**src/rtl/residual_layernorm_if.sv**
```systemverilog
// Vector handshake bundle for the residual-add + layer-norm stage.
// valid_in is sampled only on an edge where in_ready=1; valid_out is a one-cycle pulse when y_out updates.
interface residual_layernorm_if #(
  parameter int EMBED_DIM  = 8,
  parameter int DATA_WIDTH = 16
);
  logic                            valid_in;
  logic                            in_ready;
  logic [EMBED_DIM*DATA_WIDTH-1:0] res_in;
  logic [EMBED_DIM*DATA_WIDTH-1:0] attn_in;
  logic [EMBED_DIM*DATA_WIDTH-1:0] gamma_flat;
  logic [EMBED_DIM*DATA_WIDTH-1:0] beta_flat;
  logic [EMBED_DIM*DATA_WIDTH-1:0] y_out;
  logic                            valid_out;
  logic [3:0]                      dbg_state;

  modport master (
    output valid_in, res_in, attn_in, gamma_flat, beta_flat,
    input  in_ready, y_out, valid_out, dbg_state
  );

  modport slave (
    input  valid_in, res_in, attn_in, gamma_flat, beta_flat,
    output in_ready, y_out, valid_out, dbg_state
  );
endinterface

```
**src/rtl/residual_layernorm.sv**
```systemverilog
// Saturating residual add followed by Q8.8 layer normalisation, one element per cycle,
// with bit-serial square root and reciprocal.
module residual_layernorm #(
  parameter int EMBED_DIM  = 8,
  parameter int DATA_WIDTH = 16,
  parameter int EPS        = 1
) (
  input logic                clk,
  input logic                rst,
  residual_layernorm_if.slave bus
);
  localparam int N  = EMBED_DIM;
  localparam int DW = DATA_WIDTH;
  localparam int L  = $clog2(EMBED_DIM);
  localparam int SW = DW + L;
  localparam int CW = (L + 1 > 5) ? L + 1 : 5;
  localparam logic signed [39:0] SAT_MAX = (40'sd1 <<< (DW - 1)) - 40'sd1;
  localparam logic signed [39:0] SAT_MIN = -(40'sd1 <<< (DW - 1));

  typedef enum logic [3:0] {
    S_IDLE, S_ADD, S_MEAN, S_VAR, S_VFIN, S_SQRT, S_RECIP, S_NORM, S_DONE
  } state_t;

  function automatic logic signed [DW-1:0] sat(input logic signed [39:0] v);
    if (v > SAT_MAX)      return SAT_MAX[DW-1:0];
    else if (v < SAT_MIN) return SAT_MIN[DW-1:0];
    else                  return v[DW-1:0];
  endfunction

  state_t                r_state;
  logic [CW-1:0]         r_cnt;
  logic                  r_in_ready;
  logic                  r_valid_out;
  logic [N*DW-1:0]       r_y;
  logic signed [SW-1:0]  r_sum;
  logic signed [DW-1:0]  r_mean;
  logic [39:0]           r_sq;
  logic [31:0]           r_rad;
  logic [17:0]           r_srem;
  logic [15:0]           r_root;
  logic [16:0]           r_dvd;
  logic [16:0]           r_drem;
  logic [16:0]           r_inv;
  logic signed [DW-1:0]  r_s     [N];
  logic signed [DW-1:0]  r_attn  [N];
  logic signed [DW-1:0]  r_gamma [N];
  logic signed [DW-1:0]  r_beta  [N];
  logic signed [DW-1:0]  r_stage [N];
  logic signed [DW:0]    r_d     [N];

  logic [L-1:0]          w_idx;
  logic                  w_last;
  logic signed [39:0]    w_add;
  logic signed [DW-1:0]  w_s;
  logic signed [DW:0]    w_d;
  logic signed [39:0]    w_dsq;
  logic [39:0]           w_var_full;
  logic [31:0]           w_var;
  logic [19:0]           w_srem_sh;
  logic [19:0]           w_trial;
  logic                  w_sqrt_ge;
  logic [17:0]           w_drem_sh;
  logic                  w_div_ge;
  logic signed [39:0]    w_dn;
  logic signed [DW-1:0]  w_n;
  logic signed [39:0]    w_ng;
  logic signed [39:0]    w_ypre;
  logic signed [DW-1:0]  w_y;
  logic [N*DW-1:0]       w_stage_flat;

  assign w_idx  = r_cnt[L-1:0];
  assign w_last = (r_cnt == CW'(N - 1));

  assign w_add = 40'(r_s[w_idx]) + 40'(r_attn[w_idx]);
  assign w_s   = sat(w_add);
  assign w_d   = 17'(r_s[w_idx]) - 17'(r_mean);
  assign w_dsq = 40'(w_d) * 40'(w_d);

  assign w_var_full = (r_sq >> L) + 40'(EPS);
  assign w_var      = (|w_var_full[39:32]) ? 32'hFFFF_FFFF : w_var_full[31:0];

  // Digit-by-digit root: bring down two radicand bits, try (4*root + 1).
  assign w_srem_sh = {r_srem, r_rad[31:30]};
  assign w_trial   = {2'b00, r_root, 2'b01};
  assign w_sqrt_ge = (w_srem_sh >= w_trial);

  assign w_drem_sh = {r_drem, r_dvd[16]};
  assign w_div_ge  = (w_drem_sh >= {2'b00, r_root});

  assign w_dn   = 40'(r_d[w_idx]) * 40'($signed({1'b0, r_inv}));
  assign w_n    = sat(w_dn >>> 8);
  assign w_ng   = 40'(w_n) * 40'(r_gamma[w_idx]);
  assign w_ypre = (w_ng >>> 8) + 40'(r_beta[w_idx]);
  assign w_y    = sat(w_ypre);

  always_comb begin
    w_stage_flat = '0;
    for (int i = 0; i < N; i++) w_stage_flat[i*DW +: DW] = r_stage[i];
  end

  always_ff @(posedge clk) begin
    if (rst) begin
      r_state     <= S_IDLE;
      r_cnt       <= '0;
      r_in_ready  <= 1'b1;
      r_valid_out <= 1'b0;
      r_y         <= '0;
      r_sum       <= '0;
      r_mean      <= '0;
      r_sq        <= '0;
      r_rad       <= '0;
      r_srem      <= '0;
      r_root      <= '0;
      r_dvd       <= '0;
      r_drem      <= '0;
      r_inv       <= '0;
    end else begin
      r_valid_out <= 1'b0;
      case (r_state)
        S_IDLE: if (bus.valid_in) begin
          r_state    <= S_ADD;
          r_cnt      <= '0;
          r_sum      <= '0;
          r_sq       <= '0;
          r_in_ready <= 1'b0;
        end
        S_ADD: begin
          r_sum <= r_sum + SW'(w_s);
          r_cnt <= w_last ? '0 : r_cnt + 1'b1;
          if (w_last) r_state <= S_MEAN;
        end
        S_MEAN: begin
          r_mean  <= DW'(r_sum >>> L);
          r_state <= S_VAR;
        end
        S_VAR: begin
          r_sq  <= r_sq + $unsigned(w_dsq);
          r_cnt <= w_last ? '0 : r_cnt + 1'b1;
          if (w_last) r_state <= S_VFIN;
        end
        S_VFIN: begin
          r_rad   <= w_var;
          r_srem  <= '0;
          r_root  <= '0;
          r_dvd   <= 17'h1_0000;
          r_drem  <= '0;
          r_inv   <= '0;
          r_cnt   <= '0;
          r_state <= S_SQRT;
        end
        S_SQRT: begin
          r_srem <= w_sqrt_ge ? 18'(w_srem_sh - w_trial) : 18'(w_srem_sh);
          r_root <= {r_root[14:0], w_sqrt_ge};
          r_rad  <= r_rad << 2;
          r_cnt  <= (r_cnt == CW'(15)) ? '0 : r_cnt + 1'b1;
          if (r_cnt == CW'(15)) r_state <= S_RECIP;
        end
        S_RECIP: begin
          r_drem <= w_div_ge ? 17'(w_drem_sh - {2'b00, r_root}) : 17'(w_drem_sh);
          r_dvd  <= r_dvd << 1;
          r_inv  <= {r_inv[15:0], w_div_ge};
          r_cnt  <= (r_cnt == CW'(16)) ? '0 : r_cnt + 1'b1;
          if (r_cnt == CW'(16)) r_state <= S_NORM;
        end
        S_NORM: begin
          r_cnt <= w_last ? '0 : r_cnt + 1'b1;
          if (w_last) r_state <= S_DONE;
        end
        S_DONE: begin
          r_y         <= w_stage_flat;
          r_valid_out <= 1'b1;
          r_in_ready  <= 1'b1;
          r_state     <= S_IDLE;
        end
        default: r_state <= S_IDLE;
      endcase
    end
  end

  // Element storage carries no reset: every entry is rewritten before it is read.
  always_ff @(posedge clk) begin
    if (!rst && r_state == S_IDLE && bus.valid_in) begin
      for (int i = 0; i < N; i++) begin
        r_s[i]     <= bus.res_in[i*DW +: DW];
        r_attn[i]  <= bus.attn_in[i*DW +: DW];
        r_gamma[i] <= bus.gamma_flat[i*DW +: DW];
        r_beta[i]  <= bus.beta_flat[i*DW +: DW];
      end
    end
    if (r_state == S_ADD)  r_s[w_idx]     <= w_s;
    if (r_state == S_VAR)  r_d[w_idx]     <= w_d;
    if (r_state == S_NORM) r_stage[w_idx] <= w_y;
  end

  assign bus.in_ready  = r_in_ready;
  assign bus.valid_out = r_valid_out;
  assign bus.y_out     = r_y;
  assign bus.dbg_state = r_state;
endmodule

```
**src/flat_wrapper.sv**
```systemverilog
// flat-port wrapper written by rule: the top's interface ports become plain ports
module residual_layernorm_flat 
#(
  parameter int EMBED_DIM  = 8,
  parameter int DATA_WIDTH = 16,
  parameter int EPS        = 1
)
  (clk, rst, bus_valid_in, bus_res_in, bus_attn_in, bus_gamma_flat, bus_beta_flat, bus_in_ready, bus_y_out, bus_valid_out, bus_dbg_state);
  residual_layernorm_if #(.EMBED_DIM(EMBED_DIM), .DATA_WIDTH(DATA_WIDTH)) bus_i ();
  input logic clk;
  input logic rst;
  input wire logic [$bits(bus_i.valid_in)-1:0] bus_valid_in;
  input wire logic [$bits(bus_i.res_in)-1:0] bus_res_in;
  input wire logic [$bits(bus_i.attn_in)-1:0] bus_attn_in;
  input wire logic [$bits(bus_i.gamma_flat)-1:0] bus_gamma_flat;
  input wire logic [$bits(bus_i.beta_flat)-1:0] bus_beta_flat;
  output wire logic [$bits(bus_i.in_ready)-1:0] bus_in_ready;
  output wire logic [$bits(bus_i.y_out)-1:0] bus_y_out;
  output wire logic [$bits(bus_i.valid_out)-1:0] bus_valid_out;
  output wire logic [$bits(bus_i.dbg_state)-1:0] bus_dbg_state;
  assign bus_i.valid_in = bus_valid_in;
  assign bus_i.res_in = bus_res_in;
  assign bus_i.attn_in = bus_attn_in;
  assign bus_i.gamma_flat = bus_gamma_flat;
  assign bus_i.beta_flat = bus_beta_flat;
  assign bus_in_ready = bus_i.in_ready;
  assign bus_y_out = bus_i.y_out;
  assign bus_valid_out = bus_i.valid_out;
  assign bus_dbg_state = bus_i.dbg_state;
  residual_layernorm #(.EMBED_DIM(EMBED_DIM), .DATA_WIDTH(DATA_WIDTH), .EPS(EPS)) u_core (.clk(clk), .rst(rst), .bus(bus_i));
endmodule
```
**config.mk**
```make
export PLATFORM = sky130hd
export DESIGN_NAME = residual_layernorm_flat
export DESIGN_NICKNAME = d
export VERILOG_FILES = /design/src/rtl/residual_layernorm_if.sv /design/src/rtl/residual_layernorm.sv /design/src/flat_wrapper.sv
export SDC_FILE = /design/constraint.sdc
export NUM_CORES = 2
export LEC_CHECK = 0
export CORE_MARGIN = 2
export CORE_UTILIZATION = 30
export CTS_BUF_LIST = sky130_fd_sc_hd__clkbuf_4 sky130_fd_sc_hd__clkbuf_8 sky130_fd_sc_hd__clkbuf_16
export CTS_CLUSTER_SIZE = 40
export DETAILED_ROUTE_END_ITERATION = 16
export PLACE_DENSITY = 0.58
export SLEW_MARGIN = 30
export SYNTH_ARGS = -nofsm -noshare
export SYNTH_HDL_FRONTEND = slang
export SYNTH_SLANG_ARGS = --single-unit
```
**constraint.sdc**
```tcl
create_clock -name clk -period 25.3 [get_ports clk]
set_input_delay 2.53 -clock clk [delete_from_list [all_inputs] [get_ports clk]]
set_output_delay 2.53 -clock clk [all_outputs]
set_load 0.02 [all_outputs]
```
==> flow_summary.toml <==
[drt]
post-route-drc-count = 0
first_pass_iters = 5
via_count = 53400
ant_nets = 0
avgRoutedWirePerCell_um = 23.7
vias_per_cell = 4.92
finalWirelength_um = 258000
drt-initial-drc-count = 4315

[finish]
syn2layout_area_growth_pct = 19.7
n_fill_cell = 24700
final_cell_mix = "inv_1 (1029), edfxtp_1 (776), fa_1 (758)"
drive_gt1_frac = 0.0948
final-seq-area_um2 = 29700
multi_input_area_um2 = 42400
final_common_cell = "inv_1"
nets = 9079

[sta]
finalCritPeriodShare = 0.798
fin_crit_ns = 20.20
fin_setup_tns_ns = 0
maxSlewHeadroom = 0.338
max_freq_mhz = 49.5
maxSlewViolCount = 0
grt_setup_unrepaired = "false"
worstMarginPinSlew_ns = 0.991
hold_viol = 0
setup_ws_ns = 5.10
finalSetupViolations = 0
clock-skew-final_ns = 0.0718

[logic_synthesis]
synth.distinct_cells = 81
synth_top_area_cell = "edfxtp_1"
syn_area_per_cell_um2 = 11.3
yosysWarnings = 0
yosysSeqAreaShare = 0.386
synth_seq_cells = 1094
syn_inst = 6773
synth_edf_count = 776
ys_top_cells_by_area = "edfxtp_1 (30%), fa_1 (20%), dfxtp_1 (8.3%)"
synthesis.area_um2 = 76900
ys.flop_type = "edfxtp_1"
netlist.area_leader.share = 0.303
async_flop_share = 0
syn-num-nets = 8489

[clock_tree]
numCtsBuffers = 130
postCtsSetupBuffers = 0
hold_buffers = 0
cts_resized = 0
cts_root_buf = "clkbuf_16"
htree_levels = 4
cts_tree = "done"
insertion_delay_ns = 0.82
path_clk_slew_ns = 0.06
clock_sinks = 1094
cts.path.max_buffers = 3

[global_routing]
grt_pass1_wl_um = 376000
grt_pass1_vias = 55600
grt_max_degree = 140
grt-ovfl-total = 0
antenna_found_initial = 70
track_usage = 0.198

[worst_setup_path]
max_stage_delay_ns = 0.85
reg2reg_to = "u_core.r_stage[0][13]"
cpMostUsedCell = "fa_1"
r2r_cells = 63
cp_max_fo = 34
cp_data_arrival_time_ns = 20.61
worst-r2r-setup-slack_ns = 5.10
end_kind = "flip-flop"
required_ns = 25.71
start_kind = "flip-flop"
critPathKind = "flip-flop to flip-flop"
cp_slowest_cell = "dfxtp_4"

[hold_path]
holdPathStages = 1
hold_start = "u_core.r_stage[6][14]"
hold_end = "bus_y_out[110]"
hold_path_class = "flip-flop to flip-flop"

[die]
chipWidth_um = 510
io_pins = 649
core_area_um2 = 254000
fp.dieH_um = 510
dieArea_um2 = 260000
initial_core_util = 0.302
rows = 185

[place]
portBuffers = 648
gp_congestion = 0.893
place_ws_ns = 5.28
dp_hpwl_um = 203000

[status]
status = "finished, final reports clean"

[run]
maxCapViolCount = 0
cell usage after synthesis (26+ instances only):
| cell type | n |
|---|---|
| inv_1 | 1030 |
| o21ai_0 | 182 |
| nand2b_1 | 66 |
| a22oi_1 | 54 |
| and3_1 | 26 |
| nand4_1 | 35 |
| mux2i_1 | 39 |
| and2_1 | 114 |
| edfxtp_1 | 776 |
| a22o_1 | 131 |
| nor2b_1 | 106 |
| or2_2 | 28 |
| mux2_2 | 141 |
| nand3_1 | 106 |
| fa_1 | 759 |
| nand2_1 | 588 |
| ha_1 | 442 |
| nor2_1 | 439 |
| buf_1 | 27 |
| nor3_1 | 43 |
| a21o_1 | 68 |
| o21a_1 | 37 |
| xor2_1 | 84 |
| dfxtp_1 | 318 |
| a221oi_1 | 33 |
| mux4_2 | 162 |
| clkbuf_1 | 257 |
| a21oi_1 | 293 |
| xnor2_1 | 151 |
| o21bai_1 | 40 |
worst max-delay path: cells and delay by family, from the launching register on:
kind / cells / cell delay, ns
DFF: 1 / 0.85
muxes: 2 / 1.00
xor gates and xnor gates: 2 / 0.45
buffers and inverters: 10 / 1.33
adders and majority gates: 15 / 6.88
and+or+nand+nor: 12 / 3.05
AOI/OAI and AO/OA: 22 / 6.17
sequential cells by signal (all words and copies together), names as in the netlist, named ones only:
name	count
u_core.r_d	136
bus_y_out	128
u_core.r_attn	128
u_core.r_beta	128
u_core.r_gamma	128
u_core.r_s	128
u_core.r_stage	128
u_core.r_sq	40
u_core.r_rad	32
u_core.r_sum	19
u_core.r_srem	18
u_core.r_drem	17
u_core.r_inv	17
u_core.r_mean	16
u_core.r_root	16
u_core.r_cnt	5
u_core.bus.dbg_state	4
u_core.bus.in_ready	1
u_core.bus.valid_out	1
u_core.r_dvd	1
cells by family after synthesis:
kind of cell | count (synthesis) | synth area share
AO/OA/AOI/OAI | 967 | 0.0831
flip-flops | 1094 | 0.386
XOR/XNOR | 235 | 0.0268
AND/OR/NAND/NOR | 1607 | 0.0958
buffers and inverters | 1322 | 0.0647
adder cells (fa/ha/maj) | 1201 | 0.270
multiplexers | 347 | 0.0740
how the worst max path moves through the flow:
| stage | startpoint | to | slack, ns | depth (start not counted) |
|---|---|---|---|---|
| 3_3_place_gp | flip-flop | u_core.r_stage[0][0] | 4.98 | 64 |
| 4_1_cts | flip-flop | u_core.r_stage[0][13] | 5.12 | 63 |
| 6_report | flip-flop | u_core.r_stage[0][13] | 5.10 | 63 |
| 2_1_floorplan | flip-flop | u_core.r_stage[0][0] | 7.00 | 69 |
| 5_1_grt | flip-flop | u_core.r_stage[0][13] | 3.60 | 65 |
| 3_5_place_dp | flip-flop | u_core.r_stage[5][13] | 5.28 | 63 |
per-layer routing:
layer	share of wire	wire length, µm	up-vias	GRT usage
met2	0.47	122000	1634	0.322
met1	0.42	107000	27300	0.256
met3	0.070	17900	380	0.0399
met4	0.042	10900	44	0.0802
met5	0.0012	306	-	0
li1	-	-	24100	-
layout make-up:
type | count | area share
repair buffers | 744 | 0.0789
flip-flops and latches | 1094 | 0.323
diodes | 41 | 0.00112
inverters | 1036 | 0.0424
clock inverters | 76 | 0.0101
well taps | 3366 | 0.0458
multi-input cells | 4357 | 0.461
clock buffers | 159 | 0.0382
through the flow:
step,cells,utilization,hold WS (ns),cell area [µm²]
2_1_floorplan,6773,-,0.421,76900
3_3_place_gp,10600,0.343,0.436,87400
3_5_place_dp,10600,0.344,0.438,87400
4_1_cts,10800,0.361,0.425,91800
5_1_grt,10900,0.361,0.437,91900
6_report,10900,0.362,0.425,92000
Power is left out: the tool's default activity adds up to more than one toggle a clock period on the data nets, which glitch-free logic cannot reach.
